==> src/rtl/sextium_io_port.sv <==
// Responder end of the Sextium core IO bus: acknowledges core reads/writes and
// buffers words through TX/RX FIFOs exposed as valid/ready streams.
module sextium_io_port #(
  parameter int unsigned WIDTH      = 16,
  parameter int unsigned DEPTH_LOG2 = 3
) (
  input  logic                  clock,
  input  logic                  reset,
  input  logic                  io_read,
  input  logic                  io_write,
  input  logic [WIDTH-1:0]      io_bus_in,
  output logic [WIDTH-1:0]      io_bus_out,
  output logic                  ioack,
  output logic [WIDTH-1:0]      tx_data,
  output logic                  tx_valid,
  input  logic                  tx_ready,
  input  logic [WIDTH-1:0]      rx_data,
  input  logic                  rx_valid,
  output logic                  rx_ready,
  output logic [DEPTH_LOG2:0]   tx_count,
  output logic [DEPTH_LOG2:0]   rx_count
);

  localparam int unsigned DEPTH = 1 << DEPTH_LOG2;
  localparam logic [DEPTH_LOG2:0] FULL = (DEPTH_LOG2 + 1)'(DEPTH);

  localparam logic [1:0] IDLE    = 2'd0;
  localparam logic [1:0] ACK     = 2'd1;
  localparam logic [1:0] RELEASE = 2'd2;

  logic [1:0] state, state_next;

  logic [WIDTH-1:0]      tx_mem [DEPTH];
  logic [DEPTH_LOG2-1:0] tx_wr_ptr, tx_rd_ptr;
  logic [WIDTH-1:0]      rx_mem [DEPTH];
  logic [DEPTH_LOG2-1:0] rx_wr_ptr, rx_rd_ptr;

  logic tx_push, tx_pop, rx_push, rx_pop;
  logic tx_not_full, rx_not_empty;

  // Flags come straight from the count flops, so a full FIFO popped this
  // cycle still refuses the push until the next cycle.
  assign tx_not_full  = (tx_count != FULL);
  assign rx_not_empty = (rx_count != '0);

  assign tx_valid = (tx_count != '0);
  assign tx_data  = tx_mem[tx_rd_ptr];
  assign rx_ready = (rx_count != FULL);

  assign tx_pop  = tx_valid & tx_ready;
  assign rx_push = rx_valid & rx_ready;

  assign ioack = (state == ACK);

  always_comb begin
    state_next = state;
    tx_push    = 1'b0;
    rx_pop     = 1'b0;
    case (state)
      IDLE: begin
        if (io_write && !io_read && tx_not_full) begin
          tx_push    = 1'b1;
          state_next = ACK;
        end else if (io_read && !io_write && rx_not_empty) begin
          rx_pop     = 1'b1;
          state_next = ACK;
        end
      end
      ACK:     state_next = RELEASE;
      RELEASE: if (!io_read && !io_write) state_next = IDLE;
      default: state_next = IDLE;
    endcase
  end

  always_ff @(posedge clock or negedge reset) begin
    if (!reset) begin
      state      <= IDLE;
      io_bus_out <= '0;
    end else begin
      state <= state_next;
      if (rx_pop) io_bus_out <= rx_mem[rx_rd_ptr];
    end
  end

  always_ff @(posedge clock or negedge reset) begin
    if (!reset) begin
      tx_wr_ptr <= '0;
      tx_rd_ptr <= '0;
      tx_count  <= '0;
    end else begin
      if (tx_push) tx_wr_ptr <= tx_wr_ptr + 1'b1;
      if (tx_pop)  tx_rd_ptr <= tx_rd_ptr + 1'b1;
      case ({tx_push, tx_pop})
        2'b10:   tx_count <= tx_count + 1'b1;
        2'b01:   tx_count <= tx_count - 1'b1;
        default: ;
      endcase
    end
  end

  always_ff @(posedge clock) begin
    if (tx_push) tx_mem[tx_wr_ptr] <= io_bus_in;
  end

  always_ff @(posedge clock or negedge reset) begin
    if (!reset) begin
      rx_wr_ptr <= '0;
      rx_rd_ptr <= '0;
      rx_count  <= '0;
    end else begin
      if (rx_push) rx_wr_ptr <= rx_wr_ptr + 1'b1;
      if (rx_pop)  rx_rd_ptr <= rx_rd_ptr + 1'b1;
      case ({rx_push, rx_pop})
        2'b10:   rx_count <= rx_count + 1'b1;
        2'b01:   rx_count <= rx_count - 1'b1;
        default: ;
      endcase
    end
  end

  always_ff @(posedge clock) begin
    if (rx_push) rx_mem[rx_wr_ptr] <= rx_data;
  end

endmodule

==> config.mk <==
export PLATFORM = sky130hd
export DESIGN_NAME = sextium_io_port
export DESIGN_NICKNAME = d
export VERILOG_FILES = /design/src/rtl/sextium_io_port.sv
export SDC_FILE = /design/constraint.sdc
export NUM_CORES = 1
export LEC_CHECK = 0
export BUFFER_PORTS_ARGS = -buffer_cell sky130_fd_sc_hd__buf_2
export CORE_ASPECT_RATIO = 0.6
export CORE_UTILIZATION = 25
export CTS_CLUSTER_DIAMETER = 120
export DETAILED_ROUTE_END_ITERATION = 10
export SYNTH_ARGS = -nofsm -noshare
export SYNTH_HDL_FRONTEND = slang
export SYNTH_SLANG_ARGS = --single-unit
==> constraint.sdc <==
create_clock -name clock -period 2.9 [get_ports clock]
set_clock_uncertainty 0.15 [all_clocks]
set_input_delay 0.435 -clock clock [delete_from_list [all_inputs] [get_ports clock]]
set_output_delay 0.435 -clock clock [all_outputs]
set_load 0.05 [all_outputs]
==> impl_summary.log, run 1 <==
[metrics] post-synthesis xor/xnor area fraction: 0.00827
[metrics] fraction of final layout cells sized beyond drive strength 1: 0.336
[metrics] critical path data required time: 2320 ps
[metrics] count of max-cap constraint violations: 0
[metrics] met3 GRT Util: 0.0244
[metrics] Remaining Overflow, GRT: 0
[metrics] number of standard cells after synthesis: 557
[metrics] area added between synthesis and finish: 23.1%
[metrics] Critical-path top delay cell: sky130_fd_sc_hd__mux4_1
[metrics] number of buffers inserted during clock tree synthesis: 28
[metrics] die height: 169 um
[metrics] synthesized-area fraction occupied by and/or/nand/nor cells: 0.0331
[metrics] number of antenna-violating nets in the routed design: 0
[metrics] Yosys Warn Count: 0
[metrics] port buffer count: 80
[metrics] crit path DAT: 2280 ps
[metrics] ys flop type: sky130_fd_sc_hd__edfxtp_1
[metrics] number of max-slew violations in the final report: 0
[metrics] first-pass GRT wire length: 36700 um
[metrics] largest family of logic cells by synthesized area: multiplexers
[metrics] highest ir drop seen on vdd: 0.464 mV
[metrics] number of cell rows: 60
[metrics] number of levels the H-tree was split into: 1
[metrics] footprint of the flip-flops and latches: 8640 um^2
[metrics] maximum buffer depth of the clock tree: 3
[metrics] DR vias: 5680
[metrics] clock latency on the worst-skew pair: 550 ps
[metrics] final RePlAce weighted congestion: 0.742
[metrics] leakage power: 0.00501 uW
[metrics] number of sinks handled by clock tree synthesis: 294
[metrics] Worst Slack Setup Final: 39.9 ps
[metrics] Finished Layout Cells: 1357
[metrics] clock tree from TritonCTS: done
[metrics] final setup TNS: 0 ps
[metrics] result of the run: complete, no violations
[metrics] delay of the slowest cell on the worst path: 600 ps
[metrics] synthesized-area fraction occupied by ao, oa, aoi and oai cells: 0.0180
[metrics] DRC viols: 0
[metrics] sequence of cells on the critical path: buf_12 > mux4_1 > mux2_2 > buf_2
[metrics] Final Routed Wirelength: 24100 um
[metrics] EDFF count, synth: 256
[metrics] cell accounting for the most synthesized area: sky130_fd_sc_hd__edfxtp_1
[metrics] fraction of synthesized area in multiplexers: 0.166
[metrics] Die Footprint: 47500 um^2
[metrics] antenna diode count: 0
[metrics] per-cell via count in the routed design: 4.19
[metrics] pin count of the biggest net entering global routing: 35
[metrics] number of synthesized register bits: 294
[metrics] met1 Track Usage GR: 0.149
[metrics] critical path launch point type: flip-flop
[metrics] Overall Global Routing Usage: 0.102
[metrics] Core Area: 45400 um^2
[metrics] total power: 14600 uW
[metrics] HP Class: primary input to flip-flop
[metrics] fraction of synthesized cell area taken by the top area cell type: 0.660
[metrics] placed cell count: 1274
[metrics] estimated wirelength of the detail-placed design: 14900 um
[metrics] fillers: 4316
[metrics] global-route layer with the greatest usage: met2
[metrics] worst min-delay path startpoint: io_bus_in[1]
[metrics] relative slew slack: 0.559
[metrics] share of the yosys chip area belonging to registers: 0.741
[metrics] setup repair after global routing missed its margin: yes
[metrics] Adder-Cell Fraction of Synth Area: 0.0142
[metrics] portion of the clock cycle consumed by the worst path in the final layout: 0.986
[metrics] grt met2 use: 0.151
[metrics] total standard cell area after synthesis: 11700 um^2
[metrics] maximum achievable frequency: 350 MHz
[metrics] overall die width: 281 um
[metrics] initial core utilization: 0.257
[metrics] Setup Viol. Count Final: 0
[metrics] Detailed Route Iter0 Violations: 455
[metrics] final-stage net count: 765
[metrics] share of async-settable or async-resettable flops after synthesis: 0.129
[metrics] Top Ports: 81
[metrics] reg-to-reg critical path startpoint: state[0]
[metrics] initial antenna violation count: 0
[metrics] area of the multi-input gates: 2810 um^2
[metrics] number of detailed-routing iterations run before antenna repair: 4
[metrics] number of nets produced by synthesis: 607
[metrics] Least-Margin Pin Slew: 662 ps
[metrics] post-synthesis average cell area: 20.9 um^2
[metrics] Netlist cell types: 49
[metrics] CP endpoint kind: primary output
[metrics] vias in the first global route: 5826
[metrics] Critical Setup Path Class: flip-flop to primary output
[metrics] Final Hold Fails: 0
[metrics] CTS clock-pin slew for the worst setup and hold paths: 70 ps
[metrics] Clock Root Buffer: sky130_fd_sc_hd__clkbuf_16
[metrics] start point of the critical path: tx_rd_ptr[0]
[metrics] largest fanout of any net on the critical path: 24
[metrics] setup slack after placement: -136 ps
[metrics] min cycle time layout: 2860 ps
[metrics] total power density per cell area: 1020 nW/um^2
[metrics] largest cells by area after synthesis: sky130_fd_sc_hd__edfxtp_1 66%, sky130_fd_sc_hd__dfrtp_1 8.2%, sky130_fd_sc_hd__mux4_2 7.3%
[metrics] Avg WL per Cell: 17.7 um
power breakdown:
| group | total, uW | switching [uW] | leakage, uW | internal, uW |
|---|---|---|---|---|
| logic | 5010 | 3050 | 0.00174 | 1960 |
| clock network | 3950 | 1600 | 0.000498 | 2350 |
| registers | 5660 | 426 | 0.00278 | 5230 |
| total | 14600 | 5080 | 0.00501 | 9540 |
cell families (layout without fill, tap and decap cells):
family / count (synthesis) / count (layout)
buffers and inverters: 37 / 217
AOI/OAI and AO/OA: 31 / 31
xor gates and xnor gates: 11 / 11
and+or+nand+nor: 71 / 71
adders and majority gates: 12 / 12
DFF: 294 / 294
muxes: 101 / 101
path summary, 6_finish.rpt:
check	slack (ps)	endpoint	cells past startpoint
max in group asynchronous	1700	rx_rd_ptr[1]	3
worst min register to register	330	io_bus_out[14]	2
worst max-delay path	40	tx_data[8]	4
min in group asynchronous	280	io_bus_out[0]	2
worst min-delay path	30	tx_mem[1][1]	1
worst max register to register	80	tx_count[3]	9
registers in the layout, indices dropped and copies added (netlist names):
signal	flops
rx_mem	128
tx_mem	128
io_bus_out	16
rx_count	4
tx_count	4
rx_rd_ptr	3
rx_wr_ptr	3
tx_rd_ptr	3
tx_wr_ptr	3
state	2
cells in the final DEF, fill, tap and decap left out, drive strengths merged, types with 12 or more instances in the layout:
master / instances
clkinv: 12
mux4: 64
edfxtp: 256
nand2: 31
dlygate4sd3: 31
inv: 15
clkbuf: 33
buf: 120
mux2i: 18
o21ai: 21
dfrtp: 38
mux2: 19
synth_stat cells, drive strengths merged, types with 8 or more instances:
cell type	number
edfxtp	256
buf	19
xnor2	8
mux2	19
mux2i	18
o21ai	21
mux4	64
inv	13
nand2	31
ha	10
nor2	10
dfrtp	38
nor3	8
critical path, delay by kind of cell, from the launching register on:
family	cells	cell delay, ps
buffers and inverters	2	430
multiplexers	2	870
flip-flops	1	400
stage by stage:
stage | hold WS, ps | instance area, um^2 | utilization
floorplan | -10.6 | 11700 | -
global placement | 310 | 13000 | 0.287
detailed placement | 324 | 13000 | 0.287
CTS | 6.07 | 14400 | 0.316
global route | 9.69 | 14300 | 0.316
finish | 29.9 | 14300 | 0.316
final cells by class:
cell class	count	area share
Inverter	13	0.00340
Clock buffer	32	0.0506
Sequential cell	294	0.602
Timing Repair Buffer	152	0.0744
Multi-Input combinational cell	226	0.196
Tap cell	620	0.0541
Clock inverter	20	0.0192
timing repair:
item,in CTS,in global routing
endpoints found under the setup margin,2,10
setup buffers,0,0
pin swaps,0,1
hold endpoints to repair,254,0
resized for setup,4,6
hold buffers,31,0
metal layers:
layer,up-vias,share of wire
met5,-,0
met4,0,0.021
met3,37,0.051
met2,105,0.44
met1,2953,0.48
li1,2585,-
Power figures use the tool's default switching activity.
==> inputs of run 2 (changes only) <==
--- a/config.mk
+++ b/config.mk
@@ -10,6 +10,7 @@
 export CORE_UTILIZATION = 25
 export CTS_CLUSTER_DIAMETER = 120
 export DETAILED_ROUTE_END_ITERATION = 10
+export SETUP_SLACK_MARGIN = 0.4
 export SYNTH_ARGS = -nofsm -noshare
 export SYNTH_HDL_FRONTEND = slang
 export SYNTH_SLANG_ARGS = --single-unit
==> run 2 against run 1 <==
Compared with the run above: via count increased by 3.5%; sequential share of layout area decreased by 2.6 points; maximum frequency increased by 0.28%; first-iteration DRC count decreased by 5.3%; final area increased by 4.7%; sequential power increased by 1%; critical endpoint unchanged; register-to-register slack improved by 170 ps; clock power about the same.
==> impl_summary.log, run 2 (same netlist as run 1, synthesis figures left out) <==
[metrics] largest fanout of any net on the critical path: 7 (was 24)
[metrics] CTS clock-pin slew for the worst setup and hold paths: 70 ps (about the same)
[metrics] number of cell rows: 60 (unchanged)
[metrics] reg-to-reg endpoint: tx_count[3] (unchanged)
[metrics] CP endpoint kind: primary output (unchanged)
[metrics] Final Hold Fails: 0 (unchanged)
[metrics] fraction of final layout cells sized beyond drive strength 1: 0.410 (was 0.336)
[metrics] number of sinks handled by clock tree synthesis: 294 (unchanged)
[metrics] Avg WL per Cell: 18.8 um (was 17.7 um)
[metrics] DR vias: 5880 (was 5680)
[metrics] global-route layer with the greatest usage: met1 (was met2)
[metrics] clock tree from TritonCTS: done (unchanged)
[metrics] pin count of the biggest net entering global routing: 39 (was 35)
[metrics] number of levels the H-tree was split into: 1 (unchanged)
[metrics] Reg2Reg Setup Slack: 250 ps (was 80 ps)
[metrics] met3 GRT Util: 0.0260 (was 0.0244)
[metrics] portion of the clock cycle consumed by the worst path in the final layout: 0.984 (was 0.986)
[metrics] crit path DAT: 2270 ps (was 2280 ps)
[metrics] vias in the first global route: 6132 (was 5826)
[metrics] Die Footprint: 47500 um^2 (unchanged)
[metrics] initial core utilization: 0.257 (unchanged)
[metrics] worst min-delay path startpoint: io_read (was io_bus_in[1])
[metrics] per-cell via count in the routed design: 4.24 (was 4.19)
[metrics] area added between synthesis and finish: 28.9% (was 23.1%)
[metrics] Clock Root Buffer: sky130_fd_sc_hd__clkbuf_16 (unchanged)
[metrics] count of max-cap constraint violations: 0 (unchanged)
[metrics] number of buffers inserted during clock tree synthesis: 31 (was 28)
[metrics] final setup TNS: 0 ps (unchanged)
[metrics] final RePlAce weighted congestion: 0.733 (was 0.742)
[metrics] relative slew slack: 0.523 (was 0.559)
[metrics] start point of the critical path: tx_rd_ptr[0] (unchanged)
[metrics] final-stage net count: 793 (was 765)
[metrics] commonest non-fill, non-tap cells in the layout: 256 x sky130_fd_sc_hd__edfxtp_1, 64 x sky130_fd_sc_hd__buf_2, 63 x sky130_fd_sc_hd__mux4_2 (was 256 x sky130_fd_sc_hd__edfxtp_1, 77 x sky130_fd_sc_hd__buf_2, 41 x sky130_fd_sc_hd__mux4_2)
[metrics] Detailed Route Iter0 Violations: 431 (was 455)
[metrics] reg-to-reg critical path startpoint: state[1] (was state[0])
[metrics] antenna diode count: 0 (unchanged)
[metrics] Remaining Overflow, GRT: 0 (unchanged)
[metrics] number of max-slew violations in the final report: 0 (unchanged)
[metrics] Least-Margin Pin Slew: 715 ps (was 662 ps)
[metrics] maximum achievable frequency: 351 MHz (was 350 MHz)
[metrics] port buffer count: 80 (unchanged)
[metrics] leakage power: 0.00521 uW (was 0.00501 uW)
[metrics] crit path to: tx_data[8] (unchanged)
[metrics] area of all placed cells without fillers: 15000 um^2 (was 14300 um^2)
[metrics] Setup Viol. Count Final: 0 (unchanged)
[metrics] total power density per cell area: 1060 nW/um^2 (was 1020 nW/um^2)
[metrics] die height: 169 um (unchanged)
[metrics] number of detailed-routing iterations run before antenna repair: 4 (unchanged)
[metrics] result of the run: complete, no violations (unchanged)
[metrics] number of antenna-violating nets in the routed design: 0 (unchanged)
[metrics] critical path data required time: 2320 ps (about the same)
[metrics] estimated wirelength of the detail-placed design: 15500 um (was 14900 um)
[metrics] setup repair after global routing missed its margin: yes (unchanged)
[metrics] critical path launch point type: flip-flop (unchanged)
[metrics] registers with the highest flip-flop counts: rx_mem (128), tx_mem (128), io_bus_out (16) (unchanged)
[metrics] HP Class: primary input to flip-flop (unchanged)
[metrics] Critical Setup Path Class: flip-flop to primary output (unchanged)
[metrics] maximum buffer depth of the clock tree: 3 (unchanged)
[metrics] initial antenna violation count: 0 (unchanged)
[metrics] most common cell after layout, fill and taps aside: sky130_fd_sc_hd__edfxtp_1 (unchanged)
[metrics] clock latency on the worst-skew pair: 560 ps (was 550 ps)
[metrics] Final Routed Wirelength: 26100 um (was 24100 um)
[metrics] DRC viols: 0 (unchanged)
[metrics] Top Ports: 81 (unchanged)
[metrics] Area after DPL: 13100 um^2 (was 13000 um^2)
[metrics] overall die width: 281 um (unchanged)
[metrics] grt met2 use: 0.162 (was 0.151)
[metrics] Core Area: 45400 um^2 (unchanged)
[metrics] first-pass GRT wire length: 39200 um (was 36700 um)
[metrics] depth of the worst register-to-register path: 9 (unchanged)
[metrics] min cycle time layout: 2850 ps (was 2860 ps)
[metrics] highest ir drop seen on vdd: 0.379 mV (was 0.464 mV)
[metrics] met1 Track Usage GR: 0.163 (was 0.149)
[metrics] Overall Global Routing Usage: 0.111 (was 0.102)
## run 2: per-stage QoR
stage | instances | setup WS [ps] | hold slack, ps | total power (uW) | util
2_1_floorplan | 557 | -12.2 | -10.6 | 9470 | -
3_3_place_gp | 1276 | -147 | 311 | 10800 | 0.289
3_5_place_dp | 1276 | -160 | 316 | 10900 | 0.289
4_1_cts | 1384 | 30.0 | 5.44 | 15900 | 0.327
5_1_grt | 1388 | -28.7 | 28.1 | 16600 | 0.331
6_report | 1388 | 47.8 | 27.5 | 15900 | 0.331
## run 2: worst min-delay path by stage
stage / cells after the start / end
finish: 3 / state[1]
global placement: 2 / io_bus_out[15]
CTS: 3 / state[1]
floorplan: 0 / io_bus_out[0]
detailed placement: 2 / io_bus_out[5]
global route: 3 / rx_wr_ptr[2]
## run 2: routing by layer
metal / wire length [um] / vias to the layer above
li1: - / 2632
met1: 12100 / 3051
met2: 11700 / 158
met3: 1720 / 39
met4: 612 / 0
met5: 0 / -
## run 2: layout make-up
| cell class | instances | area, um^2 |
|---|---|---|
| fill | 4305 | 30400 |
| sequential | 294 | 8650 |
| multi-input combinational | 226 | 2960 |
| timing repair buffer | 177 | 1570 |
| clock buffer | 45 | 848 |
| tap | 620 | 776 |
| clock inverter | 13 | 163 |
| inverter | 13 | 52.6 |
## run 2: where the power goes
group          total (uW)  switching (uW)  leakage [uW]  internal (uW)
Sequential           5720             478       0.00277           5240
Combinational        6210            3370       0.00196           2840
Clock                3930            1620      0.000484           2310
Total               15900            5470       0.00521          10400
## run 2: timing repair
item	in CTS	in global routing
endpoints found under the hold margin	295	0
buffers inserted	13	4
cloned	3	0
endpoints found under the setup margin	34	20
pin swaps	8	9
hold buffers	34	0
gates resized for setup	92	34
## run 2: critical path, cell delays in order (launching register included)
cell                      delay [ps]
sky130_fd_sc_hd__dfrtp_2         390
sky130_fd_sc_hd__buf_6           110
sky130_fd_sc_hd__buf_12          120
sky130_fd_sc_hd__buf_16          140
sky130_fd_sc_hd__mux4_2          490
sky130_fd_sc_hd__mux2_4          300
sky130_fd_sc_hd__buf_8           150
==> inputs of run 3 (changes only) <==
--- a/config.mk
+++ b/config.mk
@@ -5,6 +5,7 @@
 export SDC_FILE = /design/constraint.sdc
 export NUM_CORES = 1
 export LEC_CHECK = 0
+export ABC_CLOCK_PERIOD_IN_PS = 2900
 export BUFFER_PORTS_ARGS = -buffer_cell sky130_fd_sc_hd__buf_2
 export CORE_ASPECT_RATIO = 0.6
 export CORE_UTILIZATION = 25
==> constraint.sdc (replaced) <==
create_clock -name clock -period 2.9 [get_ports clock]
set_clock_uncertainty 0.15 [all_clocks]
set_input_delay 0.435 -clock clock [delete_from_list [all_inputs] [get_ports clock]]
set_output_delay 0.435 -clock clock [all_outputs]
set_load 0.1 [all_outputs]
==> run 3 against run 2 <==
Compared with the run above: the flow now finishes with violations (setup timing); non-clock buffer count shrank 23; count of clock-buffer cells in the layout shrank 13; via count shrank 1.6%; largest power group unchanged; highest routed layer unchanged; global-route usage shrank 0.67 points; critical endpoint is now tx_data[12]; wire length shrank 5.5%; largest cell class unchanged; die area is the same.
==> impl_summary.log, run 3 (same netlist as run 1, synthesis figures left out) <==
[metrics] fraction of final layout cells sized beyond drive strength 1: 0.396 (was 0.410)
[metrics] number of cell rows: 60 (unchanged)
[metrics] number of max-slew violations in the final report: 0 (unchanged)
[metrics] Avg WL per Cell: 18.1 um (was 18.8 um)
[metrics] global-route layer with the greatest usage: met1 (unchanged)
[metrics] initial core utilization: 0.257 (unchanged)
[metrics] DR vias: 5784 (was 5880)
[metrics] total power density per cell area: 1150 nW/um^2 (was 1060 nW/um^2)
[metrics] critical path launch point type: flip-flop (unchanged)
[metrics] Setup Viol. Count Final: 10 (was 0)
[metrics] critical path data required time: 2320 ps (about the same)
[metrics] portion of the clock cycle consumed by the worst path in the final layout: 1.01 (was 0.984)
[metrics] number of buffers inserted during clock tree synthesis: 30 (was 31)
[metrics] crit path DAT: 2350 ps (was 2270 ps)
[metrics] violated checks: setup timing
[metrics] port buffer count: 80 (unchanged)
[metrics] first-pass GRT wire length: 37400 um (was 39200 um)
[metrics] maximum buffer depth of the clock tree: 3 (unchanged)
[metrics] number of detailed-routing iterations run before antenna repair: 4 (unchanged)
[metrics] fraction of power spent switching nets: 0.396 (was 0.345)
[metrics] clock latency on the worst-skew pair: 570 ps (was 560 ps)
[metrics] switching power total: 6810 uW (was 5470 uW)
[metrics] setup slack after placement: 47.7 ps (was -160 ps)
[metrics] number of sinks handled by clock tree synthesis: 294 (unchanged)
[metrics] number of antenna-violating nets in the routed design: 0 (unchanged)
[metrics] Worst Slack Setup Final: -30.3 ps (was 47.8 ps)
[metrics] largest fanout of any net on the critical path: 6 (was 7)
[metrics] commonest non-fill, non-tap cells in the layout: 256 x sky130_fd_sc_hd__edfxtp_1, 63 x sky130_fd_sc_hd__buf_2, 53 x sky130_fd_sc_hd__mux4_2 (was 256 x sky130_fd_sc_hd__edfxtp_1, 64 x sky130_fd_sc_hd__buf_2, 63 x sky130_fd_sc_hd__mux4_2)
[metrics] internal power of the cells: 10400 uW (about the same)
[metrics] leakage power: 0.00515 uW (was 0.00521 uW)
[metrics] vias in the first global route: 5993 (was 6132)
[metrics] die height: 169 um (unchanged)
[metrics] highest ir drop seen on vdd: 0.452 mV (was 0.379 mV)
[metrics] CP endpoint kind: primary output (unchanged)
[metrics] Core Area: 45400 um^2 (unchanged)
[metrics] estimated wirelength of the detail-placed design: 14500 um (was 15500 um)
[metrics] area added between synthesis and finish: 28.8% (was 28.9%)
[metrics] Remaining Overflow, GRT: 0 (unchanged)
[metrics] result of the run: complete, but fails checks (was complete, no violations)
[metrics] number of levels the H-tree was split into: 1 (unchanged)
[metrics] met1 Track Usage GR: 0.155 (was 0.163)
[metrics] final setup TNS: -165 ps (was 0 ps)
[metrics] pin count of the biggest net entering global routing: 39 (unchanged)
[metrics] Detailed Route Iter0 Violations: 323 (was 431)
[metrics] per-cell via count in the routed design: 4.24 (about the same)
[metrics] Least-Margin Pin Slew: 671 ps (was 715 ps)
[metrics] count of max-cap constraint violations: 0 (unchanged)
[metrics] Top Ports: 81 (unchanged)
[metrics] Overall Global Routing Usage: 0.104 (was 0.111)
[metrics] Clock Root Buffer: sky130_fd_sc_hd__clkbuf_16 (unchanged)
[metrics] Critical Setup Path Class: flip-flop to primary output (unchanged)
[metrics] clock share of power: 0.231 (was 0.248)
[metrics] clock tree from TritonCTS: done (unchanged)
[metrics] DRC viols: 0 (unchanged)
[metrics] met3 GRT Util: 0.0230 (was 0.0260)
[metrics] registers with the highest flip-flop counts: rx_mem (128), tx_mem (128), io_bus_out (16) (unchanged)
[metrics] grt met2 use: 0.153 (was 0.162)
[metrics] power share of the combinational group: 0.439 (was 0.391)
[metrics] min cycle time layout: 2930 ps (was 2850 ps)
[metrics] Final Routed Wirelength: 24700 um (was 26100 um)
[metrics] sequential share of power: 0.331 (was 0.361)
[metrics] initial antenna violation count: 1 (was 0)
[metrics] Final Hold Fails: 0 (unchanged)
[metrics] setup repair after global routing missed its margin: yes (unchanged)
[metrics] final RePlAce weighted congestion: 0.698 (was 0.733)
[metrics] HP Class: primary input to flip-flop (unchanged)
[metrics] CTS clock-pin slew for the worst setup and hold paths: 70 ps (about the same)
[metrics] final-stage net count: 769 (was 793)
[metrics] maximum achievable frequency: 341 MHz (was 351 MHz)
[metrics] relative slew slack: 0.552 (was 0.523)
[metrics] Die Footprint: 47500 um^2 (unchanged)
[metrics] most common cell after layout, fill and taps aside: sky130_fd_sc_hd__edfxtp_1 (unchanged)
[metrics] overall die width: 281 um (unchanged)
[run 3: changes by cell type in the layout (fill, tap and decap cells not counted), sizes merged]
cell	change
diode	+2
clkinv	+9
buf	-23
clkbuf	-13
inv	+1
bufinv	+1
[run 3: area by class of cell]
cell class / count / area, um^2
diodes: 2 / 5.00
inverters: 13 / 52.6
flip-flops and latches: 294 / 8670
clock inverters: 24 / 264
repair buffers: 154 / 1450
clock buffers: 32 / 758
fillers: 4276 / 30400
well taps: 620 / 776
multi-input cells: 226 / 3030
[run 3: power groups by stage]
stage               sequential (uW)  clock [uW]  combinational (uW)
floorplan                      6810           0                4120
global placement               5800           0                6260
detailed placement             5820           0                6320
CTS                            5690        4090                7530
global route                   5760        4250                7930
finish                         5690        3970                7550
[run 3: path summary, 6_finish.rpt]
path / startpoint / endpoint / slack [ps] / cells after the start
min in group asynchronous: reset / rx_count[0] / 370 / 3
max in group asynchronous: reset / tx_count[1] / 1780 / 3
worst max-delay path: tx_rd_ptr[0] / tx_data[12] / -30 / 6
worst min-delay path: tx_ready / tx_rd_ptr[2] / 50 / 3
worst max register to register: state[1] / tx_count[3] / 180 / 10
worst min register to register: io_bus_out[5] / io_bus_out[5] / 320 / 2
[run 3: layer usage]
metal,wire (um),share of wire,vias to the layer above
li1,-,-,2597
met1,12200,0.50,3041
met2,10900,0.44,107
met3,1130,0.046,39
met4,456,0.018,0
met5,0,0,-
[run 3: repair_timing]
action,CTS,global route
cloned,2,0
setup buffers,15,3
hold endpoints to repair,295,0
pin swaps,8,4
setup endpoints to repair,104,36
hold buffers,34,0
resized for setup,98,13
[run 3: critical path, cell delays in order (launching register included)]
cell and delay (ps):
sky130_fd_sc_hd__dfrtp_2 450, sky130_fd_sc_hd__buf_12 140, sky130_fd_sc_hd__buf_12 100, sky130_fd_sc_hd__buf_16 130, sky130_fd_sc_hd__mux4_2 490, sky130_fd_sc_hd__mux2_4 300, sky130_fd_sc_hd__buf_12 170
[run 3: through the flow]
step                cell area [um^2]  hold WS (ps)  utilization  power, uW  instances
global placement               13100           308        0.288      12100       1253
CTS                            14900          4.03        0.328      17300       1360
detailed placement             13100           316        0.288      12100       1253
floorplan                      11800         -10.6            -      10900        557
global route                   15000          24.2        0.330      18000       1364
finish                         15000          46.3        0.330      17200       1365
